[src/rtl/i2c_target_regs_if.sv]
// Bus-side bundle of the I2C target: pin levels in, open-drain SDA enable and
// register-file status out.
interface i2c_target_regs_if;
  logic        scl_in;
  logic        sda_in;
  logic        sda_oe;
  logic [31:0] regs_out;
  logic        wr_strobe;
  logic [1:0]  wr_index;
  logic        busy;

  modport master (
    output scl_in, sda_in,
    input  sda_oe, regs_out, wr_strobe, wr_index, busy
  );

  modport slave (
    input  scl_in, sda_in,
    output sda_oe, regs_out, wr_strobe, wr_index, busy
  );
endinterface

[src/rtl/i2c_target_regs.sv]
// I2C target with a four-entry 8-bit register file and an auto-incrementing
// pointer; never stretches SCL, drives SDA only through sda_oe.
module i2c_target_regs #(
  parameter logic [6:0] TARGET_ADDR = 7'h50
) (
  input  logic              clk_clk,
  input  logic              reset_reset,
  i2c_target_regs_if.slave  bus
);

  typedef enum logic [3:0] {
    IDLE, ADDR, ADDR_ACK, PTR, PTR_ACK, WDATA, WDATA_ACK, RDATA, RDATA_ACK, IGNORE
  } state_t;

  state_t      state_reg;
  logic        scl_s1_reg, scl_s2_reg, scl_d_reg;
  logic        sda_s1_reg, sda_s2_reg, sda_d_reg;
  logic [7:0]  shift_reg;
  logic [7:0]  tx_reg;
  logic [2:0]  bit_cnt_reg;
  logic [1:0]  ptr_reg;
  logic        rw_reg;
  logic        ack_phase_reg;
  logic        sda_oe_reg;
  logic        busy_reg;
  logic        wr_strobe_reg;
  logic [1:0]  wr_index_reg;
  logic [7:0]  regs_mem [4];

  logic       scl_rise, scl_fall, start_evt, stop_evt;
  logic [7:0] byte_next;
  logic [1:0] ptr_next;

  // Synchronisers idle high so release from reset never looks like an edge.
  always_ff @(posedge clk_clk or posedge reset_reset) begin
    if (reset_reset) begin
      scl_s1_reg <= 1'b1;
      scl_s2_reg <= 1'b1;
      scl_d_reg  <= 1'b1;
      sda_s1_reg <= 1'b1;
      sda_s2_reg <= 1'b1;
      sda_d_reg  <= 1'b1;
    end else begin
      scl_s1_reg <= bus.scl_in;
      scl_s2_reg <= scl_s1_reg;
      scl_d_reg  <= scl_s2_reg;
      sda_s1_reg <= bus.sda_in;
      sda_s2_reg <= sda_s1_reg;
      sda_d_reg  <= sda_s2_reg;
    end
  end

  assign scl_rise  = scl_s2_reg & ~scl_d_reg;
  assign scl_fall  = ~scl_s2_reg & scl_d_reg;
  assign start_evt = scl_s2_reg & scl_d_reg & ~sda_s2_reg & sda_d_reg;
  assign stop_evt  = scl_s2_reg & scl_d_reg & sda_s2_reg & ~sda_d_reg;
  assign byte_next = {shift_reg[6:0], sda_s2_reg};
  assign ptr_next  = ptr_reg + 2'd1;

  always_ff @(posedge clk_clk or posedge reset_reset) begin
    if (reset_reset) begin
      state_reg     <= IDLE;
      shift_reg     <= '0;
      tx_reg        <= '0;
      bit_cnt_reg   <= '0;
      ptr_reg       <= '0;
      rw_reg        <= 1'b0;
      ack_phase_reg <= 1'b0;
      sda_oe_reg    <= 1'b0;
      busy_reg      <= 1'b0;
      wr_strobe_reg <= 1'b0;
      wr_index_reg  <= '0;
      for (int i = 0; i < 4; i++) regs_mem[i] <= '0;
    end else begin
      wr_strobe_reg <= 1'b0;
      if (start_evt) begin
        state_reg     <= ADDR;
        bit_cnt_reg   <= '0;
        ack_phase_reg <= 1'b0;
        sda_oe_reg    <= 1'b0;
        busy_reg      <= 1'b0;
      end else if (stop_evt) begin
        state_reg     <= IDLE;
        ack_phase_reg <= 1'b0;
        sda_oe_reg    <= 1'b0;
        busy_reg      <= 1'b0;
      end else begin
        case (state_reg)
          ADDR, PTR, WDATA: begin
            if (scl_rise) begin
              shift_reg   <= byte_next;
              bit_cnt_reg <= bit_cnt_reg + 3'd1;
              if (bit_cnt_reg == 3'd7) begin
                if (state_reg == ADDR) begin
                  if (byte_next[7:1] == TARGET_ADDR) begin
                    state_reg <= ADDR_ACK;
                    rw_reg    <= byte_next[0];
                    busy_reg  <= 1'b1;
                  end else begin
                    state_reg <= IGNORE;
                  end
                end else if (state_reg == PTR) begin
                  ptr_reg   <= byte_next[1:0];
                  state_reg <= PTR_ACK;
                end else begin
                  regs_mem[ptr_reg] <= byte_next;
                  wr_strobe_reg     <= 1'b1;
                  wr_index_reg      <= ptr_reg;
                  ptr_reg           <= ptr_next;
                  state_reg         <= WDATA_ACK;
                end
              end
            end
          end
          // First SCL fall asserts the ACK, the second ends it and leaves the state.
          ADDR_ACK, PTR_ACK, WDATA_ACK: begin
            if (scl_fall) begin
              if (!ack_phase_reg) begin
                sda_oe_reg    <= 1'b1;
                ack_phase_reg <= 1'b1;
              end else begin
                ack_phase_reg <= 1'b0;
                bit_cnt_reg   <= '0;
                if (state_reg == ADDR_ACK && rw_reg) begin
                  state_reg  <= RDATA;
                  sda_oe_reg <= ~regs_mem[ptr_reg][7];
                  tx_reg     <= {regs_mem[ptr_reg][6:0], 1'b0};
                end else begin
                  sda_oe_reg <= 1'b0;
                  state_reg  <= (state_reg == ADDR_ACK) ? PTR : WDATA;
                end
              end
            end
          end
          RDATA: begin
            if (scl_fall) begin
              sda_oe_reg <= ~tx_reg[7];
              tx_reg     <= {tx_reg[6:0], 1'b0};
            end else if (scl_rise) begin
              bit_cnt_reg <= bit_cnt_reg + 3'd1;
              if (bit_cnt_reg == 3'd7) state_reg <= RDATA_ACK;
            end
          end
          // Release for the master's ACK bit, then sample it on the rise.
          RDATA_ACK: begin
            if (scl_fall && !ack_phase_reg) begin
              sda_oe_reg    <= 1'b0;
              ack_phase_reg <= 1'b1;
            end else if (scl_rise && ack_phase_reg) begin
              ack_phase_reg <= 1'b0;
              bit_cnt_reg   <= '0;
              if (!sda_s2_reg) begin
                ptr_reg   <= ptr_next;
                tx_reg    <= regs_mem[ptr_next];
                state_reg <= RDATA;
              end else begin
                state_reg <= IGNORE;
                busy_reg  <= 1'b0;
              end
            end
          end
          default: ;
        endcase
      end
    end
  end

  genvar gi;
  generate
    for (gi = 0; gi < 4; gi++) begin : g_regs_out
      assign bus.regs_out[gi*8 +: 8] = regs_mem[gi];
    end
  endgenerate

  assign bus.sda_oe    = sda_oe_reg;
  assign bus.busy      = busy_reg;
  assign bus.wr_strobe = wr_strobe_reg;
  assign bus.wr_index  = wr_index_reg;

endmodule
[src/flat_wrapper.sv]
// flat-port wrapper written by rule: the top's interface ports become plain ports
module i2c_target_regs_flat 
#(
  parameter logic [6:0] TARGET_ADDR = 7'h50
)
  (clk_clk, reset_reset, bus_scl_in, bus_sda_in, bus_sda_oe, bus_regs_out, bus_wr_strobe, bus_wr_index, bus_busy);
  i2c_target_regs_if bus_i ();
  input  logic clk_clk;
  input  logic reset_reset;
  input wire logic [$bits(bus_i.scl_in)-1:0] bus_scl_in;
  input wire logic [$bits(bus_i.sda_in)-1:0] bus_sda_in;
  output wire logic [$bits(bus_i.sda_oe)-1:0] bus_sda_oe;
  output wire logic [$bits(bus_i.regs_out)-1:0] bus_regs_out;
  output wire logic [$bits(bus_i.wr_strobe)-1:0] bus_wr_strobe;
  output wire logic [$bits(bus_i.wr_index)-1:0] bus_wr_index;
  output wire logic [$bits(bus_i.busy)-1:0] bus_busy;
  assign bus_i.scl_in = bus_scl_in;
  assign bus_i.sda_in = bus_sda_in;
  assign bus_sda_oe = bus_i.sda_oe;
  assign bus_regs_out = bus_i.regs_out;
  assign bus_wr_strobe = bus_i.wr_strobe;
  assign bus_wr_index = bus_i.wr_index;
  assign bus_busy = bus_i.busy;
  i2c_target_regs #(.TARGET_ADDR(TARGET_ADDR)) u_core (.clk_clk(clk_clk), .reset_reset(reset_reset), .bus(bus_i));
endmodule
[config.mk]
export PLATFORM = sky130hd
export DESIGN_NAME = i2c_target_regs_flat
export DESIGN_NICKNAME = d
export VERILOG_FILES = /design/src/rtl/i2c_target_regs_if.sv /design/src/rtl/i2c_target_regs.sv /design/src/flat_wrapper.sv
export SDC_FILE = /design/constraint.sdc
export NUM_CORES = 1
export LEC_CHECK = 0
export CAP_MARGIN = 5
export CORE_UTILIZATION = 45
export DETAILED_ROUTE_END_ITERATION = 16
export GPL_TIMING_DRIVEN = 1
export PLACE_DENSITY = 0.66
export SLEW_MARGIN = 10
export SYNTH_ARGS = -nofsm -noshare
export SYNTH_HDL_FRONTEND = slang
export SYNTH_SLANG_ARGS = --single-unit
[constraint.sdc]
create_clock -name clk_clk -period 9.3 [get_ports clk_clk]
set_clock_uncertainty 0.15 [all_clocks]
set_input_delay 0.93 -clock clk_clk [delete_from_list [all_inputs] [get_ports clk_clk]]
set_output_delay 0.93 -clock clk_clk [all_outputs]
set_load 0.05 [all_outputs]
==> out/results.ini <==
[outcome]
status = completed

[finish]
layout.cells.non_filler = 440
fillers = 684
synthToLayoutAreaGrowth_pct = 17.3
drive_gt1_share_pct = 29.9
final_util_pct = 55.1
largest_register_ffs = 32
final_nets = 343
antenna_cells = 0
seq_area_um2 = 1730
multi_input_area_um2 = 1840

[sta]
hold_viol_final = 0
worstMarginPinSlew_ns = 0.923
slew_viol_final = 0
fin_crit_ns = 3.22
fin_ws_ns = 6.08
tns_ns = 0
slew_headroom_pct = 38.5
rsz0062_at_grt = no
fmax_mhz = 311
fin_crit_sh_pct = 34.6
timing.hold.ws_ns = 0.208
setup_viol = 0

[die]
die_area_um2 = 8520
row_count = 32
die_x_um = 92.3
start_util_pct = 47.0
io-pin-count = 41
core_region_area_um2 = 7810
die-height_um = 92.3

[setup_path]
crit_start = u_core.ptr_reg[0]
end_kind = flop
crit_buf_inv = 1
crit_arrival_ns = 3.29
worst-path-stages = 6
crit_path_cell_trace = inv_1, ha_1, mux4_2, a22oi_1, nand2_1, mux2_2
critPathMaxStageDelay_ns = 0.95
reg2reg_depth = 6
worstSetupStartpointType = flop
cp_max_fo = 22
r2r-start = u_core.ptr_reg[0]
cp-endpoint = u_core.tx_reg[4]
cpMaxStageDelayCell = dfrtp_1
critPathKind = flop to flop
reg2reg_setup_slack_ns = 6.08
cp_top_family = flip-flops
rr_endpoint = u_core.tx_reg[4]
cp.required_ns = 9.38

[clocking]
clkTransAtPathRegs_ns = 0.07
cts.path.max_buffers = 2
postCtsSetupBuffers = 0
insertion_delay_ns = 0.35
cts.sinks = 69
cts_made_buffers = 9
holdBufCountCts = 0
clockRootBuffer = clkbuf_8
cts_tree = yes
cts-htree-levels = 3
ctsResizeCount = 0

[yosys]
synth_nets = 306
synth_area_leaders = dfrtp_1 43%, mux2_2 16%, mux4_2 9.8%
netlist-cell-type-count = 52
yosysSeqAreaShare_pct = 47.3
ys_async_sr_fraction_pct = 100
synth_cells = 296
synth-seq-cells = 69
yosys.area.top_type = dfrtp_1
syn_area_um2 = 3670
syn_avg_cell_area_um2 = 12.4
yosysTopAreaCellShare_pct = 43.0
synth-edff-count = 0
ys_warn_count = 0
synth_common_cells = 63 x dfrtp_1, 52 x mux2_2, 28 x nand2_1, 16 x mux4_2, 12 x a21oi_1
synth.most_common_cell = dfrtp_1
synth_flop_cell = dfrtp_1

[pwr]
peakVddDrop_uv = 109
leakagePower_nw = 1.86
p_per_area_nw_per_um2 = 219

[placement]
globalplace.congestion = 0.867
hpwlAfterDp_um = 5440
placedCellCount = 424
dp_slack_ns = 6.08
io_buffers = 40

[grt]
antenna_found_initial = 0
first_global_vias = 2558
grt_pass1_wl_um = 13700
grt_max_degree = 70
overflow = 0
grt_usage_pct = 21.2

[route]
drt-total-wl_um = 8280
vias = 2585
avgViaCountPerCell = 5.88
drc = 0
ant_nets = 0
wire_per_inst_um = 18.8
first_iter_violations = 206
first_pass_iters = 4

[min_path]
hp-class = flop to flop

[job]
max_cap_viol_count = 0

==> through the flow <==
step / area, µm² / power [W]
CTS: 4300 / 0.000945
global route: 4300 / 0.000999
detailed placement: 4140 / 0.000734
floorplan: 3670 / 0.000664
finish: 4300 / 0.000943
global placement: 4140 / 0.000728
==> cells in the final DEF, fill, tap and decap left out, types with 2 or more instances in the layout <==
cell             Yosys  routed
nand3b_1             3       3
dfstp_2              6       6
o22ai_1              5       5
clkinv_2             0       4
o21ai_1              2       2
o21ai_0              9       9
inv_1                7       6
nand2_1             28      28
o21a_1               2       2
a22o_1               2       2
clkbuf_1             7       2
ha_1                 6       6
nor2_1               8       8
nand2b_1             4       4
clkbuf_8             0       9
nor3_1               4       4
nor2b_1              6       6
o31ai_1              2       2
a21oi_1             12      12
inv_2                1       2
nand3_1              3       3
o221ai_1             2       2
a22oi_1              8       8
mux4_2              16      16
dfrtp_1             63      63
and2_1               2       2
mux2_2              52      52
buf_4                0       2
clkdlybuf4s50_1      0      40
mux2i_1              3       3
a31oi_1              2       2
==> per-layer routing <==
metal	share of wire (%)	up-vias	routed length (µm)	GRT usage (%)
li1	-	1185	-	-
met2	47	83	3890	32.6
met5	0	-	0	0
met3	6.0	11	497	4.68
met1	46	1306	3770	29.8
met4	1.5	0	123	7.29
==> how the worst min path moves through the flow <==
stage / start / end / slack (ns) / depth (start not counted)
after floorplan: u_core.scl_s1_reg / u_core.scl_s2_reg / 0.20 / 0
after global routing: u_core.scl_s1_reg / u_core.scl_s2_reg / 0.21 / 0
after CTS: u_core.scl_s1_reg / u_core.scl_s2_reg / 0.21 / 0
final: u_core.scl_s1_reg / u_core.scl_s2_reg / 0.21 / 0
after detailed placement: u_core.scl_s1_reg / u_core.scl_s2_reg / 0.20 / 0
after global placement: u_core.scl_s1_reg / u_core.scl_s2_reg / 0.20 / 0
==> final cells by class <==
class | count | area share [%]
flip-flops and latches | 69 | 40.3
clock inverters | 5 | 0.669
multi-input cells | 203 | 42.7
clock buffers | 11 | 3.05
well taps | 102 | 2.97
repair buffers | 42 | 9.65
inverters | 8 | 0.698
==> power by group <==
group	switching (W)	total, W	internal (W)	leakage, nW
logic	0.000162	0.000309	0.000148	0.846
clock network	0.000116	0.000211	0.0000956	0.0868
registers	0.0000858	0.000422	0.000337	0.923
==> worst register-to-register path, stage by stage (launching register included) <==
cell and delay (ns):
dfrtp_1 0.95, inv_1 0.19, ha_1 0.69, mux4_2 0.58, a22oi_1 0.21, nand2_1 0.08
mux2_2 0.26
==> cells by family after synthesis <==
| kind of cell | count (synthesis) | share of synthesized area, % |
|---|---|---|
| DFF | 69 | 47.3 |
| buffers and inverters | 24 | 2.87 |
| and+or+nand+nor | 71 | 10.3 |
| muxes | 71 | 26.6 |
| xor gates and xnor gates | 1 | 0.239 |
| adders and majority gates | 6 | 2.05 |
| AOI/OAI and AO/OA | 54 | 10.7 |
(Power assumes the default switching activity.)
